<file path="src/rtl/mac_tx_framegen_if.sv">
// rtl/mac_tx_framegen_if.sv - FIFO write port and XGMII-style output bundle for mac_tx_framegen
interface mac_tx_framegen_if #(
    parameter int N_CHANNELS = 4,
    parameter int W_BYTE     = 8
);
    logic                         i_buf_wen;
    logic [N_CHANNELS-1:0]        i_buf_wctrl;
    logic [N_CHANNELS*W_BYTE-1:0] i_buf_wdata;
    logic [N_CHANNELS*W_BYTE-1:0] o_txd;
    logic [N_CHANNELS-1:0]        o_txc;
    logic                         o_tx_valid;

    modport master (output i_buf_wen, i_buf_wctrl, i_buf_wdata,
                    input  o_txd, o_txc, o_tx_valid);
    modport slave  (input  i_buf_wen, i_buf_wctrl, i_buf_wdata,
                    output o_txd, o_txc, o_tx_valid);
endinterface

</file>
<file path="src/rtl/mac_tx_framegen.sv">
// rtl/mac_tx_framegen.sv - TX word generator: lane FIFO, header/idle/error word mux, frame FSM
module mac_tx_framegen #(
    parameter int N_CHANNELS = 4,
    parameter int W_BYTE     = 8,
    parameter int BUF_DEPTH  = 8,
    parameter int W_HDR_ID   = 1
) (
    input  logic                i_clk,
    input  logic                i_reset,
    input  logic                i_clk_en,
    input  logic                i_buf_clear,
    mac_tx_framegen_if.slave    buf_if,
    input  logic                i_buf_ren,
    output logic                o_buf_empty,
    input  logic [W_HDR_ID-1:0] i_hdr_id,
    input  logic                i_gen_hdr,
    input  logic                i_gen_data,
    input  logic                i_gen_idle,
    input  logic                i_gen_ifg,
    input  logic                i_gen_error,
    output logic                o_in_frame,
    output logic [15:0]         o_frame_cnt,
    output logic                o_overflow,
    output logic                o_underflow,
    output logic                o_proto_err
);
    localparam int W_PTR   = $clog2(BUF_DEPTH);
    localparam int W_CNT   = W_PTR + 1;
    localparam int W_DATA  = N_CHANNELS * W_BYTE;
    localparam int W_ENTRY = N_CHANNELS + W_DATA;

    function automatic logic [W_DATA-1:0] lanes(input logic [7:0] first, input logic [7:0] mid,
                                                input logic [7:0] last);
        logic [W_DATA-1:0] w;
        for (int i = 0; i < N_CHANNELS; i++) w[i*W_BYTE +: W_BYTE] = W_BYTE'(mid);
        w[(N_CHANNELS-1)*W_BYTE +: W_BYTE] = W_BYTE'(last);
        w[0 +: W_BYTE] = W_BYTE'(first);
        return w;
    endfunction

    localparam logic [W_DATA-1:0] IDLE_WORD = lanes(8'h07, 8'h07, 8'h07);
    localparam logic [W_DATA-1:0] ERR_WORD  = lanes(8'hFE, 8'hFE, 8'hFE);
    localparam logic [W_DATA-1:0] HDR0_WORD = lanes(8'hFB, 8'h55, 8'h55);
    localparam logic [W_DATA-1:0] HDR1_WORD = lanes(8'h55, 8'h55, 8'hD5);

    typedef enum logic {ST_IDLE, ST_IN_FRAME} state_t;

    logic [W_ENTRY-1:0]    mem_q [BUF_DEPTH];
    logic [W_PTR-1:0]      wr_ptr_q, rd_ptr_q;
    logic [W_CNT-1:0]      count_q;
    state_t                state_q, state_d;
    logic [W_DATA-1:0]     txd_q, txd_d;
    logic [N_CHANNELS-1:0] txc_q, txc_d;
    logic                  tx_valid_q;
    logic [15:0]           frame_cnt_q;
    logic                  overflow_q, underflow_q, proto_err_q;

    logic                  full, do_pop, do_write, set_overflow;
    logic                  set_underflow, set_proto_err, frame_done, head_has_term;
    logic [W_DATA-1:0]     head_data;
    logic [N_CHANNELS-1:0] head_ctrl;

    assign {head_ctrl, head_data} = mem_q[rd_ptr_q];
    assign o_buf_empty  = (count_q == '0);
    assign full         = (count_q == W_CNT'(BUF_DEPTH));
    // Clear wins over any same-cycle FIFO traffic; a read frees the slot a full write needs.
    assign do_pop       = i_clk_en && !i_buf_clear && i_buf_ren && !o_buf_empty;
    assign do_write     = i_clk_en && !i_buf_clear && buf_if.i_buf_wen && (!full || do_pop);
    assign set_overflow = i_clk_en && !i_buf_clear && buf_if.i_buf_wen && full && !do_pop;

    always_comb begin
        head_has_term = 1'b0;
        for (int i = 0; i < N_CHANNELS; i++) begin
            if (head_ctrl[i] && head_data[i*W_BYTE +: W_BYTE] == W_BYTE'(8'hFD)) head_has_term = 1'b1;
        end
    end

    always_comb begin
        state_d       = state_q;
        txd_d         = IDLE_WORD;
        txc_d         = '1;
        set_underflow = 1'b0;
        set_proto_err = 1'b0;
        frame_done    = 1'b0;
        if (i_gen_error) begin
            txd_d   = ERR_WORD;
            state_d = ST_IDLE;
        end else if (i_gen_hdr) begin
            if (i_hdr_id != '0) begin
                txd_d = HDR1_WORD;
                txc_d = '0;
            end else if (state_q == ST_IN_FRAME) begin
                txd_d         = ERR_WORD;
                set_proto_err = 1'b1;
                state_d       = ST_IDLE;
            end else begin
                txd_d   = HDR0_WORD;
                txc_d   = N_CHANNELS'(1);
                state_d = ST_IN_FRAME;
            end
        end else if (i_gen_data) begin
            if (o_buf_empty) begin
                txd_d         = ERR_WORD;
                set_underflow = 1'b1;
                state_d       = ST_IDLE;
            end else begin
                txd_d = head_data;
                txc_d = head_ctrl;
                if (state_q == ST_IN_FRAME && head_has_term) begin
                    state_d    = ST_IDLE;
                    frame_done = 1'b1;
                end
            end
        end else if (i_gen_ifg || i_gen_idle) begin
            txd_d = IDLE_WORD;
        end
    end

    always_ff @(posedge i_clk) begin
        if (i_reset) begin
            wr_ptr_q    <= '0;
            rd_ptr_q    <= '0;
            count_q     <= '0;
            state_q     <= ST_IDLE;
            txd_q       <= IDLE_WORD;
            txc_q       <= '1;
            tx_valid_q  <= 1'b0;
            frame_cnt_q <= '0;
            overflow_q  <= 1'b0;
            underflow_q <= 1'b0;
            proto_err_q <= 1'b0;
        end else if (i_clk_en) begin
            tx_valid_q <= 1'b1;
            txd_q      <= txd_d;
            txc_q      <= txc_d;
            state_q    <= state_d;
            if (frame_done) frame_cnt_q <= frame_cnt_q + 16'd1;
            if (i_buf_clear) begin
                wr_ptr_q    <= '0;
                rd_ptr_q    <= '0;
                count_q     <= '0;
                overflow_q  <= 1'b0;
                underflow_q <= 1'b0;
                proto_err_q <= 1'b0;
            end else begin
                if (do_write) begin
                    mem_q[wr_ptr_q] <= {buf_if.i_buf_wctrl, buf_if.i_buf_wdata};
                    wr_ptr_q        <= wr_ptr_q + W_PTR'(1);
                end
                if (do_pop) rd_ptr_q <= rd_ptr_q + W_PTR'(1);
                if (do_write && !do_pop) count_q <= count_q + W_CNT'(1);
                else if (do_pop && !do_write) count_q <= count_q - W_CNT'(1);
                if (set_overflow)  overflow_q  <= 1'b1;
                if (set_underflow) underflow_q <= 1'b1;
                if (set_proto_err) proto_err_q <= 1'b1;
            end
        end else begin
            tx_valid_q <= 1'b0;
        end
    end

    assign buf_if.o_txd      = txd_q;
    assign buf_if.o_txc      = txc_q;
    assign buf_if.o_tx_valid = tx_valid_q;
    assign o_in_frame        = (state_q == ST_IN_FRAME);
    assign o_frame_cnt       = frame_cnt_q;
    assign o_overflow        = overflow_q;
    assign o_underflow       = underflow_q;
    assign o_proto_err       = proto_err_q;
endmodule

</file>
<file path="src/flat_wrapper.sv">
// flat-port wrapper written by rule: the top's interface ports become plain ports
module mac_tx_framegen_flat 
#(
    parameter int N_CHANNELS = 4,
    parameter int W_BYTE     = 8,
    parameter int BUF_DEPTH  = 8,
    parameter int W_HDR_ID   = 1
)
  (i_clk, i_reset, i_clk_en, i_buf_clear, i_buf_ren, o_buf_empty, i_hdr_id, i_gen_hdr, i_gen_data, i_gen_idle, i_gen_ifg, i_gen_error, o_in_frame, o_frame_cnt, o_overflow, o_underflow, o_proto_err, buf_if_i_buf_wen, buf_if_i_buf_wctrl, buf_if_i_buf_wdata, buf_if_o_txd, buf_if_o_txc, buf_if_o_tx_valid);
  mac_tx_framegen_if #(.N_CHANNELS(N_CHANNELS), .W_BYTE(W_BYTE)) buf_if_i ();
  input  logic i_clk;
  input  logic i_reset;
  input  logic i_clk_en;
  input  logic i_buf_clear;
  input  logic i_buf_ren;
  output logic o_buf_empty;
  input  logic [W_HDR_ID-1:0] i_hdr_id;
  input  logic i_gen_hdr;
  input  logic i_gen_data;
  input  logic i_gen_idle;
  input  logic i_gen_ifg;
  input  logic i_gen_error;
  output logic o_in_frame;
  output logic [15:0] o_frame_cnt;
  output logic o_overflow;
  output logic o_underflow;
  output logic o_proto_err;
  input wire logic [$bits(buf_if_i.i_buf_wen)-1:0] buf_if_i_buf_wen;
  input wire logic [$bits(buf_if_i.i_buf_wctrl)-1:0] buf_if_i_buf_wctrl;
  input wire logic [$bits(buf_if_i.i_buf_wdata)-1:0] buf_if_i_buf_wdata;
  output wire logic [$bits(buf_if_i.o_txd)-1:0] buf_if_o_txd;
  output wire logic [$bits(buf_if_i.o_txc)-1:0] buf_if_o_txc;
  output wire logic [$bits(buf_if_i.o_tx_valid)-1:0] buf_if_o_tx_valid;
  assign buf_if_i.i_buf_wen = buf_if_i_buf_wen;
  assign buf_if_i.i_buf_wctrl = buf_if_i_buf_wctrl;
  assign buf_if_i.i_buf_wdata = buf_if_i_buf_wdata;
  assign buf_if_o_txd = buf_if_i.o_txd;
  assign buf_if_o_txc = buf_if_i.o_txc;
  assign buf_if_o_tx_valid = buf_if_i.o_tx_valid;
  mac_tx_framegen #(.N_CHANNELS(N_CHANNELS), .W_BYTE(W_BYTE), .BUF_DEPTH(BUF_DEPTH), .W_HDR_ID(W_HDR_ID)) u_core (.i_clk(i_clk), .i_reset(i_reset), .i_clk_en(i_clk_en), .i_buf_clear(i_buf_clear), .buf_if(buf_if_i), .i_buf_ren(i_buf_ren), .o_buf_empty(o_buf_empty), .i_hdr_id(i_hdr_id), .i_gen_hdr(i_gen_hdr), .i_gen_data(i_gen_data), .i_gen_idle(i_gen_idle), .i_gen_ifg(i_gen_ifg), .i_gen_error(i_gen_error), .o_in_frame(o_in_frame), .o_frame_cnt(o_frame_cnt), .o_overflow(o_overflow), .o_underflow(o_underflow), .o_proto_err(o_proto_err));
endmodule
</file>
<file path="config.mk">
export PLATFORM = sky130hd
export DESIGN_NAME = mac_tx_framegen_flat
export DESIGN_NICKNAME = d
export VERILOG_FILES = /design/src/rtl/mac_tx_framegen_if.sv /design/src/rtl/mac_tx_framegen.sv /design/src/flat_wrapper.sv
export SDC_FILE = /design/constraint.sdc
export NUM_CORES = 1
export LEC_CHECK = 0
export CORE_ASPECT_RATIO = 0.75
export CORE_UTILIZATION = 46
export DETAILED_ROUTE_END_ITERATION = 10
export GPL_ROUTABILITY_DRIVEN = 0
export PLACE_DENSITY = 0.68
export SLEW_MARGIN = 40
export SYNTH_ARGS = -nofsm -noshare
export SYNTH_HDL_FRONTEND = slang
export SYNTH_SLANG_ARGS = --single-unit
</file>
<file path="constraint.sdc">
create_clock -name i_clk -period 5.77 [get_ports i_clk]
set_clock_uncertainty 0.15 [all_clocks]
set_input_delay 0.577 -clock i_clk [delete_from_list [all_inputs] [get_ports i_clk]]
set_output_delay 0.577 -clock i_clk [all_outputs]
set_load 0.05 [all_outputs]
</file>
==> After elaboration in Yosys (flattened, before gate mapping) <==
Memory sizes are Yosys's and may differ from the RTL's. A register that Yosys moved wholly into a read port is not among the register bits.
Cells that the tools add are included.
{ "word_totals": {"ff_bits": 67, "mem_bits_rw": 288, "in_bits": 48, "output_inout_bits": 58, "word_cells": 117, "memories": 1} }
{ "mem_list": {"columns": ["name", "words", "word_bits", "rd", "rd_clocked_by_memory_dff", "write_ports", "line", "source"], "rows": [
  ["u_core.mem_q", 8, 36, 1, 1, 1, "mac_tx_framegen.sv:48", "logic [W_ENTRY-1:0] mem_q [BUF_DEPTH];"]
]} }
{ "classes": {"add_sub_neg": 5, "n_eq_ne": 6, "mux": 57, "reduce_logical": 37} }
{ "op_table": {"columns": ["op", "n"], "rows": [
  ["$mux 32", 6],
  ["$mux 1", 36],
  ["$mux 4", 9],
  ["$eq 8x8->1 const B", 4],
  ["$mux 3", 6],
  ["$add 16x1->16 const B", 1],
  ["$logic_and 1x1->1", 14],
  ["$reduce_and 2->1", 7],
  ["$reduce_bool 2->1", 5],
  ["$add 3x1->3 const B", 2],
  ["$reduce_bool 3->1", 2],
  ["$logic_not 1->1", 5],
  ["$add 4x1->4 const B", 1],
  ["$eq 4x4->1 const B", 1],
  ["$logic_not 4->1", 1],
  ["$reduce_and 4->1", 1],
  ["$reduce_bool 4->1", 1],
  ["$sub 4x1->4 const B", 1],
  ["$ne 3x2->1 const B", 1],
  ["$logic_or 1x1->1", 1]
]} }

==> Depth between registers and ports, before layout <==
{ "depth": {"ltp_word": 13, "mapped_depth": 13, "ltp_nobuf": 10} }

==> Least setup slack after synthesis <==
Ideal clock, no wire load.
{ "synth_timing": {"path_kind": "input to register", "from": "input i_buf_clear", "to": "memory u_core.mem_q[2][0] in the netlist's numbering (enable)", "setup_time_ns": 0.532, "arrival_ns": 5.090, "required_time_ns": 5.088, "slack_ns": -0.002, "path_stages": 5, "path_buffers": 1, "cell_sequence": "clkbuf_1 -> nor2b_1 -> o311a_1 -> nand2b_1 -> nor4b_1"} }
{ "synth_via": {"elab_chain_len": 11, "elab_cells_between_ends": 12, "cone_classes": "mux (5); reduce/logical (7)"} }
{ "synth_rtl": {"columns": ["item", "line", "source"], "rows": [
  ["from (decl)", "flat_wrapper.sv:14", "input logic i_buf_clear;"],
  ["$logic_not 1->1", "mac_tx_framegen.sv:67, mac_tx_framegen.sv:68", null],
  ["$logic_and 1x1->1", "mac_tx_framegen.sv:67, mac_tx_framegen.sv:68", null],
  ["$logic_and 1x1->1 (2 in a row)", "mac_tx_framegen.sv:67", "assign do_pop = i_clk_en && !i_buf_clear && i_buf_ren && !o_buf_empty;"],
  ["$logic_or 1x1->1", "mac_tx_framegen.sv:68", "assign do_write = i_clk_en && !i_buf_clear && buf_if.i_buf_wen && (!full || do_pop);"],
  ["$logic_and 1x1->1", "mac_tx_framegen.sv:68", null],
  ["$mux 1", "mac_tx_framegen.sv:146", "if (do_write) begin"],
  ["$mux 1 *", "mac_tx_framegen.sv:138", "if (i_buf_clear) begin"],
  ["$mux 1 *", "mac_tx_framegen.sv:132", "end else if (i_clk_en) begin"],
  ["$mux 1 *", "mac_tx_framegen.sv:120", "if (i_reset) begin"],
  ["$mux 1 (implied by the code) *", "mac_tx_framegen.sv:147", "mem_q[wr_ptr_q] <= {buf_if.i_buf_wctrl, buf_if.i_buf_wdata};"],
  ["to (decl)", "mac_tx_framegen.sv:48", null]
]} }
Every way passes the cells marked *; elsewhere a longest branch is shown, timed or not.

==> Worst setup path after layout <==
{ "layout_timing": {"from": "register u_core.count_q[3]", "to": "output o_buf_empty"} }
{ "layout_via": {"elab_chain_len": 1} }
{ "layout_rtl": {"columns": ["item", "line", "source"], "rows": [
  ["from (decl)", "mac_tx_framegen.sv:50", "logic [W_CNT-1:0] count_q;"],
  ["from (signal assigned)", "mac_tx_framegen.sv:151", "if (do_write && !do_pop) count_q <= count_q + W_CNT'(1);"],
  ["from (signal assigned)", "mac_tx_framegen.sv:152", "else if (do_pop && !do_write) count_q <= count_q - W_CNT'(1);"],
  ["$logic_not 4->1", "mac_tx_framegen.sv:64", "assign o_buf_empty = (count_q == '0);"],
  ["to (decl)", "flat_wrapper.sv:16", "output logic o_buf_empty;"]
]} }
No other way between the ends.

==> qor.csv <==
metric;value;unit
Power per Cell Area;314;nW/µm²
Synth async-reset ratio;0;
Arr. time, crit path;3110;ps
starting density of the core;0.469;
Hold-fix buffers, CTS;0;
post-synthesis net count;904;
Synth Flop Type;edfxtp_1;
P_sw;1.16;mW
CP Capture Type;output pin;
Worst Setup Path Type;reg2out;
sequential share of the synthesized area;0.710;
die span in x;205;µm
Ys Warns;0;
CTS root buf;clkbuf_16;
Hold Crit Start;u_core.buf_if.o_txd[11];
violation count after the first detailed-route iteration;684;
Setup violations, final;0;
Vias/cell;5.78;
Comb power frac;0.060;
adder-cell share of the synthesized area;0.00583;
H-tree levels;2;
port bufs;103;
critical path launch point type;register;
crit share post-route;0.666;
Antenna Nets Post-Route;0;
met1 WL;13900;µm
Setup Buffers After CTS;0;
worst path required time;5040;ps
clk slew on worst S/H paths;60;ps
power share of the clock group;0.402;
Top Metal Used;met4;
max frequency;260;MHz
Static Leak;5.22;nW
met2 WL post-DR;14600;µm
Sequential Power Share;0.538;
count leader, synth;edfxtp_1;
RSZ-0062 raised after global routing;no;
CTS max path bufs;3;
Cells after Synth;850;
final std cells w/o fill;1385;
Clock Sinks;358;
CTS resizes;0;
final core utilization;0.554;
Post-synth EDFFs;288;
Die ar.;31500;µm²
Slew @ Worst Pin;781;ps
core box area;30200;µm²
Seq cells post-synth;358;
Worst Hold Class;reg2reg;
Syn Std Cell Area;14200;µm²
DR DRC count;0;
IR drop worst, VDD;0.278;mV
worst skew pair latency;510;ps
Synth area leaders;edfxtp_1 61%, mux4_2 10%, dfxtp_1 9.9%;
Max-Cap Viols;0;
Total GRT Usage;0.204;
Max Transition Viols Final;0;
final hold vios;0;
vias in the first global route;7906;
status;completed;
Mean Syn Cell Area;16.7;µm²
xor/xnor share of the synthesized area;0.00247;
TritonCTS buffer count;35;
routed vias;8003;
worst relative slew slack;0.479;
largest family of logic cells by synthesized area;multiplexers;
HPWL Detailed;18900;µm
Sw Ratio;0.220;
Worst Setup SP;u_core.count_q[3];
share of layout cells above drive strength 1;0.180;
WL/cell;22.5;µm
GR Overflow Total;0;
pin count of the biggest net entering global routing;73;
Area growth, synth to finish;18.2;%
Synth Area in Compound Gates;0.0547;
DRT Pass-1 Iters;5;
Yosys top cell by area;edfxtp_1;
n_diodes;0;
WL met3;2100;µm
post-synth top area share;0.611;
FP Rows;55;
total wire length;31100;µm
I/O Pins;106;
initial antenna violation count;0;
fraction of synthesized area in multiplexers;0.140;
Final min period;3840;ps
post-synthesis simple-gate area fraction;0.0656;
Die Ht;154;µm
Total Nets Final;1014;
Distinct cells, synth;53;
synth cell count leaders;288 x edfxtp_1, 70 x dfxtp_1, 64 x mux4_2;
CTS tree;done;
# placed instances;1321;
CP max FO;21;
first-pass GRT wire length;48100;µm
cell-internal power;4.11;mW
power by group through the flow:
stage                     combinational, mW  clock [mW]  sequential, mW
after CTS                             0.312        2.16            2.84
after detailed placement              0.310           0            2.89
after global placement                0.306           0            2.89
after floorplan                       0.125           0            2.94
after global routing                  0.336        2.27            2.84
final                                 0.314        2.12            2.83
cells in the final DEF (no fill, tap or decap), types with 15 or more instances in the layout:
master,Yosys,layout
edfxtp_1,288,288
clkdlybuf4s50_1,0,102
dfxtp_1,70,67
mux4_2,64,64
nor2_1,56,53
a21oi_1,46,45
nand2_1,39,39
clkbuf_16,0,35
mux2i_1,25,25
o21ai_0,22,22
buf_4,5,20
mux2_2,17,17
a211oi_1,15,15
o31ai_1,15,15
critical path: stages (launching register included):
cell,delay (ps)
dfxtp_1,360
or4_1,530
buf_4,220
inv_1,570
clkdlybuf4s50_1,930
worst paths after layout:
kind	end	slack, ps	cells past startpoint
setup / recovery	o_buf_empty	1930	4
hold / removal	u_core.buf_if.o_txd[11]	330	2
setup reg to reg	u_core.o_frame_cnt[13]	2260	7
hold reg to reg	u_core.buf_if.o_txd[11]	330	2
through the flow:
step | power [mW] | hold slack (ps) | worst slack (ps) | setup TNS [ps] | cell area [µm²]
floorplan | 3.06 | 314 | -2.12 | -151 | 14200
global placement | 3.20 | 319 | 1990 | 0 | 15700
detailed placement | 3.20 | 321 | 1950 | 0 | 15700
CTS | 5.31 | 337 | 1970 | 0 | 16700
global route | 5.44 | 363 | 1830 | 0 | 16700
finish | 5.27 | 335 | 1930 | 0 | 16700
per-layer routing:
layer / vias to the layer above / GRT usage
met4: 0 / 0.0448
met1: 4066 / 0.297
met2: 282 / 0.319
met3: 47 / 0.0411
li1: 3608 / -
met5: - / 0
sequential cells by signal, indices dropped and copies added (netlist names), named ones only:
name	cells
u_core.o_overflow	1
u_core.o_underflow	1
u_core.buf_if.o_txd	32
u_core.wr_ptr_q	3
u_core.o_frame_cnt	16
u_core.count_q	4
u_core.buf_if.o_tx_valid	1
u_core.buf_if.o_txc	4
u_core.mem_q	288
u_core.o_proto_err	1
u_core.rd_ptr_q	3
u_core.o_in_frame	1
area by class of cell:
class                           count  area (µm²)
Clock inverter                     17        92.6
Multi-Input combinational cell    429        3870
Fill cell                        2357       13500
Clock buffer                       46         967
Tap cell                          399         499
Sequential cell                   358       10100
Timing Repair Buffer              125        1220
Inverter                           11        41.3
cell families (layout without fill, tap and decap cells):
family | Yosys count | count (layout)
flops | 358 | 358
mux | 110 | 110
compound gates | 125 | 125
fa+ha+maj | 6 | 6
simple gates | 184 | 184
xor+xnor | 4 | 4
buf+inv | 63 | 199
Note: power is estimated with default switching activity, not from simulation.
